<file path="config.mk">
export PLATFORM = sky130hd
export DESIGN_NAME = instr_encoder
export DESIGN_NICKNAME = d
export VERILOG_FILES = /design/src/rtl/riscv_pkg.sv /design/src/rtl/instr_field_pack.sv /design/src/rtl/instr_encoder.sv
export SDC_FILE = /design/constraint.sdc
export NUM_CORES = 1
export LEC_CHECK = 0
export ABC_AREA = 1
export BUFFER_PORTS_ARGS = -buffer_cell sky130_fd_sc_hd__buf_2
export CAP_MARGIN = 25
export CORE_ASPECT_RATIO = 0.75
export CORE_UTILIZATION = 45
export CTS_CLUSTER_DIAMETER = 100
export DETAILED_ROUTE_END_ITERATION = 10
export PLACE_DENSITY = 0.8
export SLEW_MARGIN = 20
export SYNTH_ARGS = -nofsm -noshare
export SYNTH_HDL_FRONTEND = slang
export SYNTH_HIERARCHICAL = 1
export SYNTH_SLANG_ARGS = --single-unit
</file>
<file path="constraint.sdc">
create_clock -name clk -period 1.8 [get_ports clk]
set_input_delay 0 -clock clk [delete_from_list [all_inputs] [get_ports clk]]
set_output_delay 0 -clock clk [all_outputs]
set_load 0.01 [all_outputs]
</file>
<file path="src/rtl/riscv_pkg.sv">
// Shared RV32I encoding constants: instruction formats, base opcodes, the canonical NOP
// and the encoder FSM states.
package riscv_pkg;

    localparam logic [2:0] FMT_R = 3'd0;
    localparam logic [2:0] FMT_I = 3'd1;
    localparam logic [2:0] FMT_S = 3'd2;
    localparam logic [2:0] FMT_B = 3'd3;
    localparam logic [2:0] FMT_U = 3'd4;
    localparam logic [2:0] FMT_J = 3'd5;

    localparam logic [6:0] OP_IMM    = 7'h13;
    localparam logic [6:0] OP_LOAD   = 7'h03;
    localparam logic [6:0] OP_STORE  = 7'h23;
    localparam logic [6:0] OP_BRANCH = 7'h63;
    localparam logic [6:0] OP_LUI    = 7'h37;
    localparam logic [6:0] OP_AUIPC  = 7'h17;
    localparam logic [6:0] OP_JAL    = 7'h6F;
    localparam logic [6:0] OP_JALR   = 7'h67;

    // addi x0, x0, 0 -- emitted in place of any bundle with an illegal format
    localparam logic [31:0] NOP_INSTR = 32'h0000_0013;

    typedef enum logic [1:0] {
        ST_IDLE  = 2'd0,
        ST_RUN   = 2'd1,
        ST_DRAIN = 2'd2
    } enc_state_t;

endpackage

</file>
<file path="src/rtl/instr_field_pack.sv">
// Combinational packer: decoded fields -> 32-bit RV32I word plus an error flag.
// Defining RANGE_CHECK_EN additionally flags immediates that do not fit their format.
module instr_field_pack
    import riscv_pkg::*;
(
    input  logic [2:0]  fmt,
    input  logic [6:0]  opcode,
    input  logic [4:0]  rd,
    input  logic [4:0]  rs1,
    input  logic [4:0]  rs2,
    input  logic [2:0]  funct3,
    input  logic [6:0]  funct7,
    input  logic [31:0] imm,
    output logic [31:0] instr,
    output logic        err
);

    logic fmt_err;
    logic range_err;

    always_comb begin
        instr   = NOP_INSTR;
        fmt_err = 1'b0;
        case (fmt)
            FMT_R:   instr = {funct7, rs2, rs1, funct3, rd, opcode};
            FMT_I:   instr = {imm[11:0], rs1, funct3, rd, opcode};
            FMT_S:   instr = {imm[11:5], rs2, rs1, funct3, imm[4:0], opcode};
            FMT_B:   instr = {imm[12], imm[10:5], rs2, rs1, funct3, imm[4:1], imm[11], opcode};
            FMT_U:   instr = {imm[31:12], rd, opcode};
            FMT_J:   instr = {imm[20], imm[10:1], imm[11], imm[19:12], rd, opcode};
            default: fmt_err = 1'b1;
        endcase
    end

`ifdef RANGE_CHECK_EN
    // An immediate fits when sign-extending its encodable low bits reproduces it exactly
    always_comb begin
        range_err = 1'b0;
        case (fmt)
            FMT_I, FMT_S: range_err = (imm != {{20{imm[11]}}, imm[11:0]});
            FMT_B:        range_err = (imm != {{19{imm[12]}}, imm[12:0]}) || imm[0];
            FMT_U:        range_err = (imm[11:0] != 12'd0);
            FMT_J:        range_err = (imm != {{11{imm[20]}}, imm[20:0]}) || imm[0];
            default:      range_err = 1'b0;
        endcase
    end
`else
    assign range_err = 1'b0;
`endif

    assign err = fmt_err || range_err;

endmodule

</file>
<file path="src/rtl/instr_encoder.sv">
// Streams decoded instruction bundles into RV32I words with auto-incrementing word addresses.
// Optional immediate range checking is enabled by RANGE_CHECK_EN (see instr_field_pack).
module instr_encoder
    import riscv_pkg::*;
#(
    parameter int ADDR_W    = 10,
    parameter int BASE_ADDR = 0
) (
    input  logic              clk,
    input  logic              rst,
    input  logic              start,
    input  logic              in_valid,
    output logic              in_ready,
    input  logic [2:0]        in_fmt,
    input  logic [6:0]        in_opcode,
    input  logic [4:0]        in_rd,
    input  logic [4:0]        in_rs1,
    input  logic [4:0]        in_rs2,
    input  logic [2:0]        in_funct3,
    input  logic [6:0]        in_funct7,
    input  logic [31:0]       in_imm,
    input  logic              in_last,
    output logic              out_valid,
    input  logic              out_ready,
    output logic [31:0]       out_instr,
    output logic [ADDR_W-1:0] out_addr,
    output logic              out_err,
    output logic              err,
    output logic              done
);

    localparam logic [ADDR_W-1:0] BASE = ADDR_W'(BASE_ADDR);

    enc_state_t        state;
    logic [ADDR_W-1:0] addr_cnt;
    logic [31:0]       pack_instr;
    logic              pack_err;
    logic              accept;

    instr_field_pack u_pack (
        .fmt    (in_fmt),
        .opcode (in_opcode),
        .rd     (in_rd),
        .rs1    (in_rs1),
        .rs2    (in_rs2),
        .funct3 (in_funct3),
        .funct7 (in_funct7),
        .imm    (in_imm),
        .instr  (pack_instr),
        .err    (pack_err)
    );

    // Single output register: accept a new bundle whenever it is empty or draining this cycle
    assign in_ready = (state == ST_RUN) && (!out_valid || out_ready);
    assign accept   = in_valid && in_ready;

    // addr_cnt is the address the next accepted word will carry; wraps naturally at 2^ADDR_W
    always_ff @(posedge clk) begin
        if (rst) begin
            state     <= ST_IDLE;
            out_valid <= 1'b0;
            out_instr <= 32'd0;
            out_addr  <= BASE;
            out_err   <= 1'b0;
            err       <= 1'b0;
            done      <= 1'b0;
            addr_cnt  <= BASE;
        end else begin
            done <= 1'b0;
            if (start) begin
                state     <= ST_RUN;
                out_valid <= 1'b0;
                out_err   <= 1'b0;
                err       <= 1'b0;
                out_addr  <= BASE;
                addr_cnt  <= BASE;
            end else begin
                if (out_valid && out_ready) begin
                    out_valid <= 1'b0;
                    if (state == ST_DRAIN) begin
                        state <= ST_IDLE;
                        done  <= 1'b1;
                    end
                end
                if (accept) begin
                    out_valid <= 1'b1;
                    out_instr <= pack_instr;
                    out_err   <= pack_err;
                    out_addr  <= addr_cnt;
                    addr_cnt  <= addr_cnt + 1'b1;
                    if (pack_err) err <= 1'b1;
                    if (in_last) state <= ST_DRAIN;
                end
            end
        end
    end

endmodule
</file>
; After elaboration in Yosys (flattened, before gate mapping)
; Index checks and enable logic that the tools add are counted.
[totals]
regBits = 58
out_inout_bits = 47
inputBits = 73
word_cells = 42
[op_classes]
add_sub_neg = 1
n_eq_ne = 7
n_bitwise = 3
mux = 10
n_reduce_logical = 12
[ops]
columns = operator, n
row1 = case mux 32 bit (6 select lines), 1
row2 = "adder 10 x 1 -> 10 bit, second input constant", 1
row3 = 2-to-1 mux 2 bit, 4
row4 = "equality test 3 x 2 -> 1 bit, second input constant", 2
row5 = "equality test 3 bit, second input constant", 2
row6 = OR reduction 6 bit, 1
row7 = 2-to-1 mux 1 bit, 5
row8 = AND reduction 2 bit, 2
row9 = "equality test 3 x 1 -> 1 bit, second input constant", 1
row10 = logical AND 1 bit, 3
row11 = logical NOT 3 bit, 1
row12 = inverter 1 bit, 3
row13 = OR reduction 3 bit, 1
row14 = "equality test 2 x 1 -> 1 bit, second input constant", 1
row15 = "equality test 2 bit, second input constant", 1
row16 = nonzero test 2 bit, 1
row17 = OR reduction 2 bit, 1
row18 = logical NOT 1 bit, 1
row19 = logical OR 1 bit, 1

; Logic depth before layout (Yosys ltp)
[logic_depth]
depth_word = 6
depth_mapped = 9
depth_no_buf = 8

; Hierarchy
; Netlist, hierarchy kept.
[by_module_without_submodules]
columns = mod, seq_area_each_um2, cells_each, area_each_um2, n_inst
row1 = instr_encoder, 1161.1, 285, 2183.3, 1
row2 = instr_field_pack, 0.0, 125, 590.6, 1

; Worst setup path before layout
; OpenSTA, ideal clock, no wires.
[synth_timing]
kind = register to register
start = register addr_cnt[1]
end = register addr_cnt[8]
n_path_buf = 0
required_ps = 1685
arrival_ps = 1077
setup_slack_ps = 608
stages_incl_launch_ff = 9
setup_time_ps = 115
period_less_slack_ps = 1192
cell_sequence = dfxtp_1 ha_1 nand2_1 nor2_1 nand2_1 nor2_1 nand3_1 nand2_1 nor2_1
[synth_via]
elab_chain_cells = 1
[synth_rtl]
columns = item, line_no
row1 = start: declaration, instr_encoder.sv:35  ; logic [ADDR_W-1:0] addr_cnt;
row2 = start signal: assignment, instr_encoder.sv:90  ; addr_cnt <= addr_cnt + 1'b1;
row3 = adder 10 x 1 -> 10 bit, instr_encoder.sv:90
; No other way between the ends.
; A chain may end at the register's enable or synchronous reset.

; Worst setup path after layout
[layout_timing]
start = register out_valid
end = register out_addr[5]
[layout_via]
elab_chain_cells = 4
[layout_rtl]
columns = item, line_no
row1 = start: declaration, instr_encoder.sv:23  ; output logic out_valid,
row2 = start signal: assignment, instr_encoder.sv:61  ; out_valid <= 1'b0;
row3 = start signal: assignment, instr_encoder.sv:72  ; out_valid <= 1'b0;
row4 = start signal: assignment, instr_encoder.sv:79  ; out_valid <= 1'b0;
row5 = logical NOT 1 bit, instr_encoder.sv:54  ; assign in_ready = (state == ST_RUN) && (!out_valid || out_ready);
row6 = logical OR 1 bit, instr_encoder.sv:54
row7 = logical AND 1 bit, instr_encoder.sv:54
row8 = logical AND 1 bit, instr_encoder.sv:55  ; assign accept = in_valid && in_ready;
row9 = end signal: assignment, instr_encoder.sv:89  ; out_addr <= addr_cnt;
row10 = end: declaration, instr_encoder.sv:26  ; output logic [ADDR_W-1:0] out_addr,
; No other way between the ends.

==> impl_metrics.json <==
{
  "rsz0062_at_grt": "false",
  "grt_overflow_total": 0,
  "dr.pass1.iters": 5,
  "start_util_pct": 47.1,
  "max_slew_margin_pct": 62.5,
  "path_class": "flop to flop",
  "area_growth_pct": 34.4,
  "worstPathCellList": "nand2_1 -> nand3_4 -> clkinvlp_4 -> o21ai_0 -> a21oi_1",
  "regToRegEndpoint": "out_addr[5]$_SDFFE_PP0P_",
  "ioPinCount": 120,
  "cpPeakStageDelay_ps": 350,
  "peakVddDrop_v": 0.000454,
  "fin_crit_ps": 1530,
  "seq_area_um2": 1160,
  "num_rows": 24,
  "grt_use_met3_pct": 8.39,
  "track_usage_pct": 24.2,
  "antenna_found_initial": 0,
  "drc": 0,
  "synthTopCellsByArea": "dfxtp_1 42%, nand2_1 14%, nor2_1 12%",
  "grt_max_degree": 33,
  "fin_ws_ps": 268,
  "ant_nets": 0,
  "ctsHtreeMaxLevel": 3,
  "synthFlopType": "dfxtp_1",
  "dp_hpwl_um": 5280,
  "wire_per_inst_um": 12.3,
  "fin_nets": 613,
  "drive_gt1_share_pct": 29.2,
  "vias": 3118,
  "io_buffers": 119,
  "multi_input_area_um2": 1370,
  "p_leak_uw": 0.00189,
  "cts_tree": "built",
  "grt_pass1_wl_um": 12400,
  "netlist_area_um2": 2770,
  "die_area_um2": 6490,
  "clock_latency_ps": 340,
  "synth_top_area_share_pct": 41.9,
  "finalHoldViolCount": 0,
  "fill_cells": 578,
  "fmax_ghz": 0.653,
  "wirelength_um": 7650,
  "syn_nets": 484,
  "timing.final.crit_share_pct": 85.1,
  "finalClockSkew_ps": 12.6,
  "worst-path-max-fanout": 21,
  "cts_made_buffers": 9,
  "timing.setup.tns_ps": 0,
  "cp.arrival_ps": 1740,
  "grt_use_met2_pct": 42.7,
  "grt.busiest_layer": "met2",
  "tightest_slew_ps": 562,
  "use_met1_pct": 27.6,
  "place_ws_ps": 212,
  "die_w_um": 92.7,
  "synth_seq_cells": 58,
  "cp-end-kind": "flop",
  "crit_required_ps": 2010,
  "layout.cells.non_filler": 622,
  "diodes": 0,
  "hold_depth": 5,
  "post_cts_buffers": 0,
  "ys_warn_count": 6,
  "core_area_um2": 5890,
  "hold_end": "out_instr[25]$_SDFFE_PP0P_",
  "r2r_start": "out_valid$_SDFFE_PP0P_",
  "synth_edf_count": 0,
  "avgSynthCellArea_um2": 6.77,
  "drtIter0Drc": 190,
  "hp-start": "in_funct7[0]",
  "die_h_um": 70.0,
  "clk_pin_slew_ps": 80,
  "rrSetupSlack_ps": 270,
  "postSynth.asyncResetShare_pct": 0,
  "status": "finished, final reports clean",
  "dp_cells": 591,
  "synth_largest_area_cell": "dfxtp_1",
  "r2r_cells": 5,
  "cts.path.max_buffers": 2,
  "slew_viol_final": 0,
  "grt_pass1_vias": 2824,
  "ys_types": 24,
  "start_kind": "flop",
  "gp_congestion": 0.844,
  "hold_class": "input port to flop",
  "ys_seq_area_share_pct": 41.9,
  "finalSetupViolCount": 0,
  "cts_sinks": 58,
  "critPathSlowestCell": "dfxtp_1",
  "root_buffer": "clkbuf_8",
  "final_core_util_pct": 63.4,
  "critical_path_depth": 5,
  "via_per_inst": 5.01,
  "synthCells": 410,
  "drv_cap": 0,
  "crit_buf_inv": 1,
  "power_density_nw_per_um2": 817,
  "path_delay_family": "compound AO/OA/AOI/OAI gates"
}
-- worst reg2reg max path, delay by kind of cell (launching register included) --
kind | cells | cell delay, ps
buffers and inverters | 1 | 340
AO/OA/AOI/OAI | 2 | 370
AND/OR/NAND/NOR | 2 | 350
flip-flops | 1 | 350
-- per-stage QoR --
step           hold slack, ps  total power, uW  cell area (um2)
2_1_floorplan            69.1             1590             2770
4_1_cts                 0.178             3060             3720
5_1_grt                  21.1             3180             3730
6_report                 6.06             3050             3730
3_3_place_gp              222             1730             3360
3_5_place_dp              233             1740             3360
-- synth_stat cells, types with 2 or more instances --
cell type and instances:
or2_2 3, nand2_1 100, o21ai_1 6, nand3_1 37, nor2_4 4, nor2_1 86
buf_2 4, inv_2 6, o21ai_0 31, nor2_2 2, nand4_1 5, dfxtp_1 58
buf_4 8, inv_1 20, clkbuf_1 4, buf_6 4, a21oi_1 25
-- routing by layer --
metal / up-vias / part of all wire [%]
met5: - / 0
met4: 0 / 1.4
met3: 11 / 7.3
met2: 130 / 49
met1: 1402 / 43
li1: 1575 / -
-- layout by cell type (no fill, tap or decap), drive strengths merged, types with 5 or more instances in the layout --
master	count
dlygate4sd3	15
nor2	93
dfxtp	58
nand4	5
a21oi	25
clkbuf	9
buf	123
nand2	101
inv	26
nand3	38
o21ai	37
-- flip-flops by register name, indices dropped and copies added, names as in the netlist --
signal,cells
out_instr,32
addr_cnt,10
out_addr,10
state,2
done,1
err,1
out_err,1
out_valid,1
-- worst max-delay path by stage --
stage | from | to | slack, ps
6_report | out_valid$_SDFFE_PP0P_ | out_addr[5]$_SDFFE_PP0P_ | 270
5_1_grt | out_valid$_SDFFE_PP0P_ | out_addr[5]$_SDFFE_PP0P_ | 90
4_1_cts | state[0]$_SDFF_PP0_ | out_addr[5]$_SDFFE_PP0P_ | 160
3_5_place_dp | state[0]$_SDFF_PP0_ | out_addr[5]$_SDFFE_PP0P_ | 210
3_3_place_gp | state[0]$_SDFF_PP0_ | state[0]$_SDFF_PP0_ | 290
2_1_floorplan | addr_cnt[1]$_SDFFE_PP0P_ | addr_cnt[8]$_SDFFE_PP0P_ | 610
-- logic make-up after synthesis --
logic type	share of synthesized area, %
flops	41.9
buf+inv	8.80
fa+ha+maj	0.451
simple gates	37.7
compound gates	11.2
-- layout make-up --
type / instances / area share [%]
multi-input combinational: 305 / 36.7
sequential: 58 / 31.1
timing repair buffer: 138 / 20.8
clock buffer: 9 / 3.32
inverter: 27 / 2.89
tap: 78 / 2.62
clock inverter: 7 / 2.52
-- power by group --
part	leakage, uW	internal, uW	switching, uW
clock network	0.000105	775	536
logic	0.00132	170	226
registers	0.000471	1320	19.6
-- repair_timing --
action	in CTS	in global routing
resized for setup	0	1
endpoints found under the hold margin	14	0
hold buffers	15	0
setup endpoints to repair	0	1
(Power assumes the default switching activity.)
